==> src/rtl/mem_pkg.sv <==
// mem_pkg: default sizes, the request record and the FSM state type shared by
// the memory request controller and its request FIFO.
package mem_pkg;

    localparam int MEM_DATA_W = 8;
    localparam int MEM_ADDR_W = 3;
    localparam int MEM_DEPTH  = 6;

    typedef struct packed {
        logic                  rd_wr;
        logic [MEM_ADDR_W-1:0] addr;
        logic [MEM_DATA_W-1:0] wr_data;
    } mem_req_t;

    localparam int REQ_W = $bits(mem_req_t);

    typedef enum logic [1:0] {
        IDLE    = 2'd0,
        ISSUE   = 2'd1,
        CAPTURE = 2'd2,
        RESP    = 2'd3
    } mem_state_e;

endpackage

==> src/rtl/mem_req_fifo.sv <==
// mem_req_fifo: FIFO_DEPTH-entry request buffer (any depth, not only powers of 2);
// pointers wrap explicitly and the occupancy count saturates at both ends.
module mem_req_fifo
    import mem_pkg::*;
#(
    parameter int FIFO_DEPTH = 4
) (
    input  logic             clk,
    input  logic             reset1_n,
    input  logic             push_i,
    input  logic [REQ_W-1:0] push_data_i,
    input  logic             pop_i,
    output logic [REQ_W-1:0] pop_data_o,
    output logic             full_o,
    output logic             empty_o
);

    localparam int PTR_W = (FIFO_DEPTH > 1) ? $clog2(FIFO_DEPTH) : 1;
    localparam int CNT_W = $clog2(FIFO_DEPTH + 1);
    localparam logic [PTR_W-1:0] LAST_PTR = PTR_W'(FIFO_DEPTH - 1);
    localparam logic [CNT_W-1:0] FULL_CNT = CNT_W'(FIFO_DEPTH);

    mem_req_t         mem_q [FIFO_DEPTH];
    logic [PTR_W-1:0] wr_ptr_q, wr_ptr_d;
    logic [PTR_W-1:0] rd_ptr_q, rd_ptr_d;
    logic [CNT_W-1:0] cnt_q, cnt_d;
    logic             do_push, do_pop;

    assign full_o     = (cnt_q == FULL_CNT);
    assign empty_o    = (cnt_q == '0);
    assign do_push    = push_i && !full_o;
    assign do_pop     = pop_i && !empty_o;
    assign pop_data_o = mem_q[rd_ptr_q];

    always_comb begin
        wr_ptr_d = wr_ptr_q;
        rd_ptr_d = rd_ptr_q;
        cnt_d    = cnt_q;
        if (do_push) wr_ptr_d = (wr_ptr_q == LAST_PTR) ? '0 : wr_ptr_q + 1'b1;
        if (do_pop)  rd_ptr_d = (rd_ptr_q == LAST_PTR) ? '0 : rd_ptr_q + 1'b1;
        if (do_push && !do_pop)      cnt_d = cnt_q + 1'b1;
        else if (do_pop && !do_push) cnt_d = cnt_q - 1'b1;
    end

    always_ff @(posedge clk or negedge reset1_n) begin
        if (!reset1_n) begin
            wr_ptr_q <= '0;
            rd_ptr_q <= '0;
            cnt_q    <= '0;
        end else begin
            wr_ptr_q <= wr_ptr_d;
            rd_ptr_q <= rd_ptr_d;
            cnt_q    <= cnt_d;
        end
    end

    // Payload needs no reset: an entry is only read after it has been pushed.
    always_ff @(posedge clk) begin
        if (do_push) mem_q[wr_ptr_q] <= mem_req_t'(push_data_i);
    end

endmodule

==> src/rtl/mem_req_ctrl.sv <==
// mem_req_ctrl: valid/ready request front end for the 6x8 register memory.
// Define MEM_ADDR_CHK_EN to answer out-of-range addresses with rsp_err instead of issuing them.
//   IDLE    | waiting; pops the FIFO head into the command register
//   ISSUE   | drives the command onto the memory port for one edge
//   CAPTURE | memory read data valid; latched into the response register
//   RESP    | response held valid until rsp_ready
module mem_req_ctrl
    import mem_pkg::*;
#(
    parameter int DATA_W     = MEM_DATA_W,
    parameter int ADDR_W     = MEM_ADDR_W,
    parameter int DEPTH      = MEM_DEPTH,
    parameter int FIFO_DEPTH = 4
) (
    input  logic              clk,
    input  logic              reset1_n,
    input  logic              req_valid,
    output logic              req_ready,
    input  logic              req_rd_wr,
    input  logic [ADDR_W-1:0] req_addr,
    input  logic [DATA_W-1:0] req_wr_data,
    output logic              rsp_valid,
    input  logic              rsp_ready,
    output logic [DATA_W-1:0] rsp_rd_data,
    output logic              rsp_err,
    output logic              mem_reset1,
    output logic              mem_rd_wr1,
    output logic [ADDR_W-1:0] mem_addr1,
    output logic [DATA_W-1:0] mem_wr_data1,
    input  logic [DATA_W-1:0] mem_rd_data1
);

`ifdef MEM_ADDR_CHK_EN
    localparam logic ADDR_CHK = 1'b1;
`else
    localparam logic ADDR_CHK = 1'b0;
`endif
    localparam logic [ADDR_W:0] DEPTH_EXT = (ADDR_W + 1)'(DEPTH);

    mem_state_e        state_q, state_d;
    mem_req_t          cmd_q, head;
    logic [REQ_W-1:0]  head_raw;
    logic [DATA_W-1:0] rsp_data_q;
    logic              err_q, head_err;
    logic              rst_sync_q, mem_reset_q;
    logic              push, pop, full, empty;

    // Memory reset asserts with reset1_n and releases two edges later.
    always_ff @(posedge clk or negedge reset1_n) begin
        if (!reset1_n) begin
            rst_sync_q  <= 1'b1;
            mem_reset_q <= 1'b1;
        end else begin
            rst_sync_q  <= 1'b0;
            mem_reset_q <= rst_sync_q;
        end
    end

    assign mem_reset1 = mem_reset_q;
    assign req_ready  = !full && !mem_reset_q;
    assign push       = req_valid && req_ready;

    mem_req_fifo #(
        .FIFO_DEPTH (FIFO_DEPTH)
    ) u_fifo (
        .clk         (clk),
        .reset1_n    (reset1_n),
        .push_i      (push),
        .push_data_i ({req_rd_wr, req_addr, req_wr_data}),
        .pop_i       (pop),
        .pop_data_o  (head_raw),
        .full_o      (full),
        .empty_o     (empty)
    );

    assign head     = mem_req_t'(head_raw);
    assign head_err = ADDR_CHK && ({1'b0, head.addr} >= DEPTH_EXT);

    always_ff @(posedge clk or negedge reset1_n) begin
        if (!reset1_n) state_q <= IDLE;
        else           state_q <= state_d;
    end

    always_comb begin
        state_d = state_q;
        case (state_q)
            IDLE:    if (!empty) state_d = head_err ? RESP : ISSUE;
            ISSUE:   state_d = cmd_q.rd_wr ? CAPTURE : RESP;
            CAPTURE: state_d = RESP;
            RESP:    if (rsp_ready) state_d = IDLE;
            default: state_d = IDLE;
        endcase
    end

    always_comb begin
        pop        = 1'b0;
        rsp_valid  = 1'b0;
        mem_rd_wr1 = 1'b1;
        case (state_q)
            IDLE:    pop = !empty;
            ISSUE:   mem_rd_wr1 = cmd_q.rd_wr;
            RESP:    rsp_valid = 1'b1;
            default: ;
        endcase
    end

    always_ff @(posedge clk or negedge reset1_n) begin
        if (!reset1_n) begin
            cmd_q      <= '0;
            err_q      <= 1'b0;
            rsp_data_q <= '0;
        end else if (pop) begin
            cmd_q      <= head;
            err_q      <= head_err;
            rsp_data_q <= '0;
        end else if (state_q == CAPTURE) begin
            rsp_data_q <= mem_rd_data1;
        end
    end

    assign mem_addr1    = cmd_q.addr;
    assign mem_wr_data1 = cmd_q.wr_data;
    assign rsp_rd_data  = rsp_data_q;
    assign rsp_err      = err_q;

endmodule

==> config.mk <==
export PLATFORM = sky130hd
export DESIGN_NAME = mem_req_ctrl
export DESIGN_NICKNAME = d
export VERILOG_FILES = /design/src/rtl/mem_pkg.sv /design/src/rtl/mem_req_fifo.sv /design/src/rtl/mem_req_ctrl.sv
export SDC_FILE = /design/constraint.sdc
export NUM_CORES = 1
export LEC_CHECK = 0
export BUFFER_PORTS_ARGS = -buffer_cell sky130_fd_sc_hd__clkbuf_2
export CORE_MARGIN = 4
export CORE_UTILIZATION = 61
export CTS_CLUSTER_SIZE = 10
export DETAILED_ROUTE_END_ITERATION = 8
export MAX_ROUTING_LAYER = met4
export PLACE_DENSITY = 0.82
export SLEW_MARGIN = 15
export SYNTH_ARGS = -nofsm -noshare
export SYNTH_HDL_FRONTEND = slang
export SYNTH_HIERARCHICAL = 1
export SYNTH_SLANG_ARGS = --single-unit
==> constraint.sdc <==
create_clock -name clk -period 6.2 [get_ports clk]
set_input_delay 1.86 -clock clk [delete_from_list [all_inputs] [get_ports clk]]
set_output_delay 1.86 -clock clk [all_outputs]
set_load 0.05 [all_outputs]
==> results_dict.tcl <==
set metrics [dict create \
    place_area_um2 3520 \
    viasPerCell 5.367 \
    syn_area_um2 3344 \
    synth_top_cell_by_area "edfxtp_1" \
    drcViolationCount 0 \
    drive_gt1_share_pct 41.74 \
    routed_wirelength_um 5236 \
    p_leak_nw 1.549 \
    finalSetupViolCount 0 \
    clock_sinks 79 \
    rows 26 \
    grt_pass1_vias 1674 \
    start_kind "input port" \
    max_cap_viol_count 0 \
    die_area_um2 6731 \
    stdcell_area_um2 3765 \
    die_h_um 82.05 \
    rsz0062_at_grt "false" \
    avgSynthCellArea_um2 17.98 \
    drt_iter0_drc 88 \
    fin_crit_ns 3.343 \
    seq_area_frac_synth_pct 66.37 \
    cp_data_arrival_time_ns 3.61 \
    max_freq_mhz 299.1 \
    synth_top_area_share_pct 43.10 \
    track_usage_pct 19.02 \
    htreeDepth 3 \
    grt_pass1_wl_um 8556 \
    vias 1610 \
    path_class "in -> reg" \
    synth_cell_types 30 \
    port_buffers 46 \
    timing.slew.headroom_pct 45.57 \
    dp_hpwl_um 3381 \
    cts_hold_buf 0 \
    synth_seq_cells 79 \
    slew_viol_final 0 \
    powerDensity_nw_per_um2 542.3 \
    synthFlopType "edfxtp_1" \
    root_buffer "clkbuf_8" \
    drtAntennaViolNets 0 \
    synthCells 186 \
    endpoint_kind "flop" \
    period_share_pct 53.92 \
    nFillCells 341 \
    core_um2 5205 \
    peakVddDrop_mv 0.3117 \
    final_nets 261 \
    grt_start_max_net_pins 32 \
    first_pass_iters 4 \
    clock_latency_ns 0.34 \
    routabilityCongestion 0.7149 \
    status "complete, no violations" \
    area_growth_pct 12.57 \
    crit_fanout 7 \
    synth_edf_count 48 \
    die_w_um 82.05 \
    cts_tree "built" \
    numCtsBuffers 9 \
    grt.overflow.total 0 \
    clkSlewWorstSetupHoldPaths_ns 0.07 \
    synthMostInstantiatedCell "edfxtp_1" \
    setup_ws_ns 2.857 \
    clockBufferDepth 2 \
    worstHoldPathType "reg -> reg" \
    place_ws_ns 2.521 \
    crit_required_ns 6.47 \
    antenna_found_initial 0 \
    fin_util_pct 72.33 \
    synthArstFlopShare_pct 39.24 \
    synth_commonest_cells "edfxtp_1, dfrtp_1, buf_4, mux2_4" \
    worst_pin_slew_ns 0.8165 \
    hold_viol 0 \
    initial_core_util_pct 64.25 \
    ys_warn_count 6 \
    wl_per_cell_um 17.45 \
    cts_setup_buffers 0 \
    io_pins 48 \
    n_antenna_cell 0 \
    fin_worst_skew_ns 0.005135 \
    ctsResizeCount 0 \
    synth.area.top_cells "edfxtp_1, dfrtp_1, mux4_2" \
    final.setup.tns_ns 0 \
]
[cell usage in the layout (no fill, tap or decap), types with 3 or more instances in the layout]
master and n:
clkbuf_8 10, dfrtp_1 29, bufinv_16 3, clkbuf_2 46, mux2_2 4, mux4_2 12
nor2_1 12, mux2i_1 8, ha_1 11, mux2_4 13, edfxtp_1 48, and2_1 5
inv_1 6
[power by group]
group / internal (W) / switching, W
Clock: 0.000277 / 0.000176
Combinational: 0.000330 / 0.000452
Sequential: 0.000691 / 0.000115
Total: 0.00130 / 0.000744
[stage by stage]
stage               hold slack [ns]  power (W)  std cells
floorplan                    0.3452   0.001511        187
global placement             0.3469   0.001578        284
detailed placement           0.3473   0.001604        284
CTS                          0.3586   0.002071        300
global route                 0.3712   0.002166        300
finish                       0.3580   0.002042        300
[final cells by class]
cell class | instances | area, µm² | share of cell area [%]
repair buffers | 46 | 230.2 | 6.115
multi-input cells | 83 | 959.7 | 25.49
clock inverters | 6 | 107.6 | 2.858
clock buffers | 10 | 137.6 | 3.656
well taps | 70 | 87.58 | 2.326
inverters | 6 | 22.52 | 0.5982
flip-flops and latches | 79 | 2220 | 58.96
[worst max-delay path: stages]
cell,delay [ns]
clkbuf_2,0.07
and2_1,0.10
nor2b_1,0.43
ha_1,0.28
inv_1,0.06
fa_1,0.38
xor2_1,0.16
nor2_1,0.13
xor2_1,0.15
[cells by family after synthesis]
group,synth area share [%]
AO/OA/AOI/OAI,1.347
XOR/XNOR,0.7858
adder cells (fa/ha/maj),4.714
buffers and inverters,5.050
flip-flops,66.37
multiplexers,17.66
other,0.1121
AND/OR/NAND/NOR,3.966
[path summary, 6_finish.rpt]
kind                                 start               to  slack [ns]  cells past startpoint
worst max register to register  state_q[0]  u_fifo/cnt_q[1]        3.39                      8
worst min-delay path            rst_sync_q       mem_reset1        0.36                      0
worst max-delay path             req_valid  u_fifo/cnt_q[2]        2.86                      9
min in group asynchronous         reset1_n  mem_wr_data1[1]        1.58                      1
worst min register to register  rst_sync_q       mem_reset1        0.36                      0
max in group asynchronous         reset1_n     mem_addr1[1]        4.13                      1
[routing by layer]
metal | GRT usage, % | vias to the layer above | wire length [µm]
met5 | - | - | 0
met4 | 10.96 | 0 | 133
met3 | 3.947 | 10 | 265
met2 | 28.68 | 44 | 2550
met1 | 24.07 | 810 | 2287
li1 | - | 746 | -
[registers in the layout, indices dropped and copies added (netlist names)]
name / count
mem_addr1: 3
cmd_q: 1
mem_reset1: 1
rsp_rd_data: 8
rst_sync_q: 1
u_fifo/rd_ptr_q: 2
state_q: 2
u_fifo/wr_ptr_q: 2
mem_wr_data1: 8
u_fifo/cnt_q: 3
u_fifo/mem_q: 48
Power figures use the tool's default switching activity.
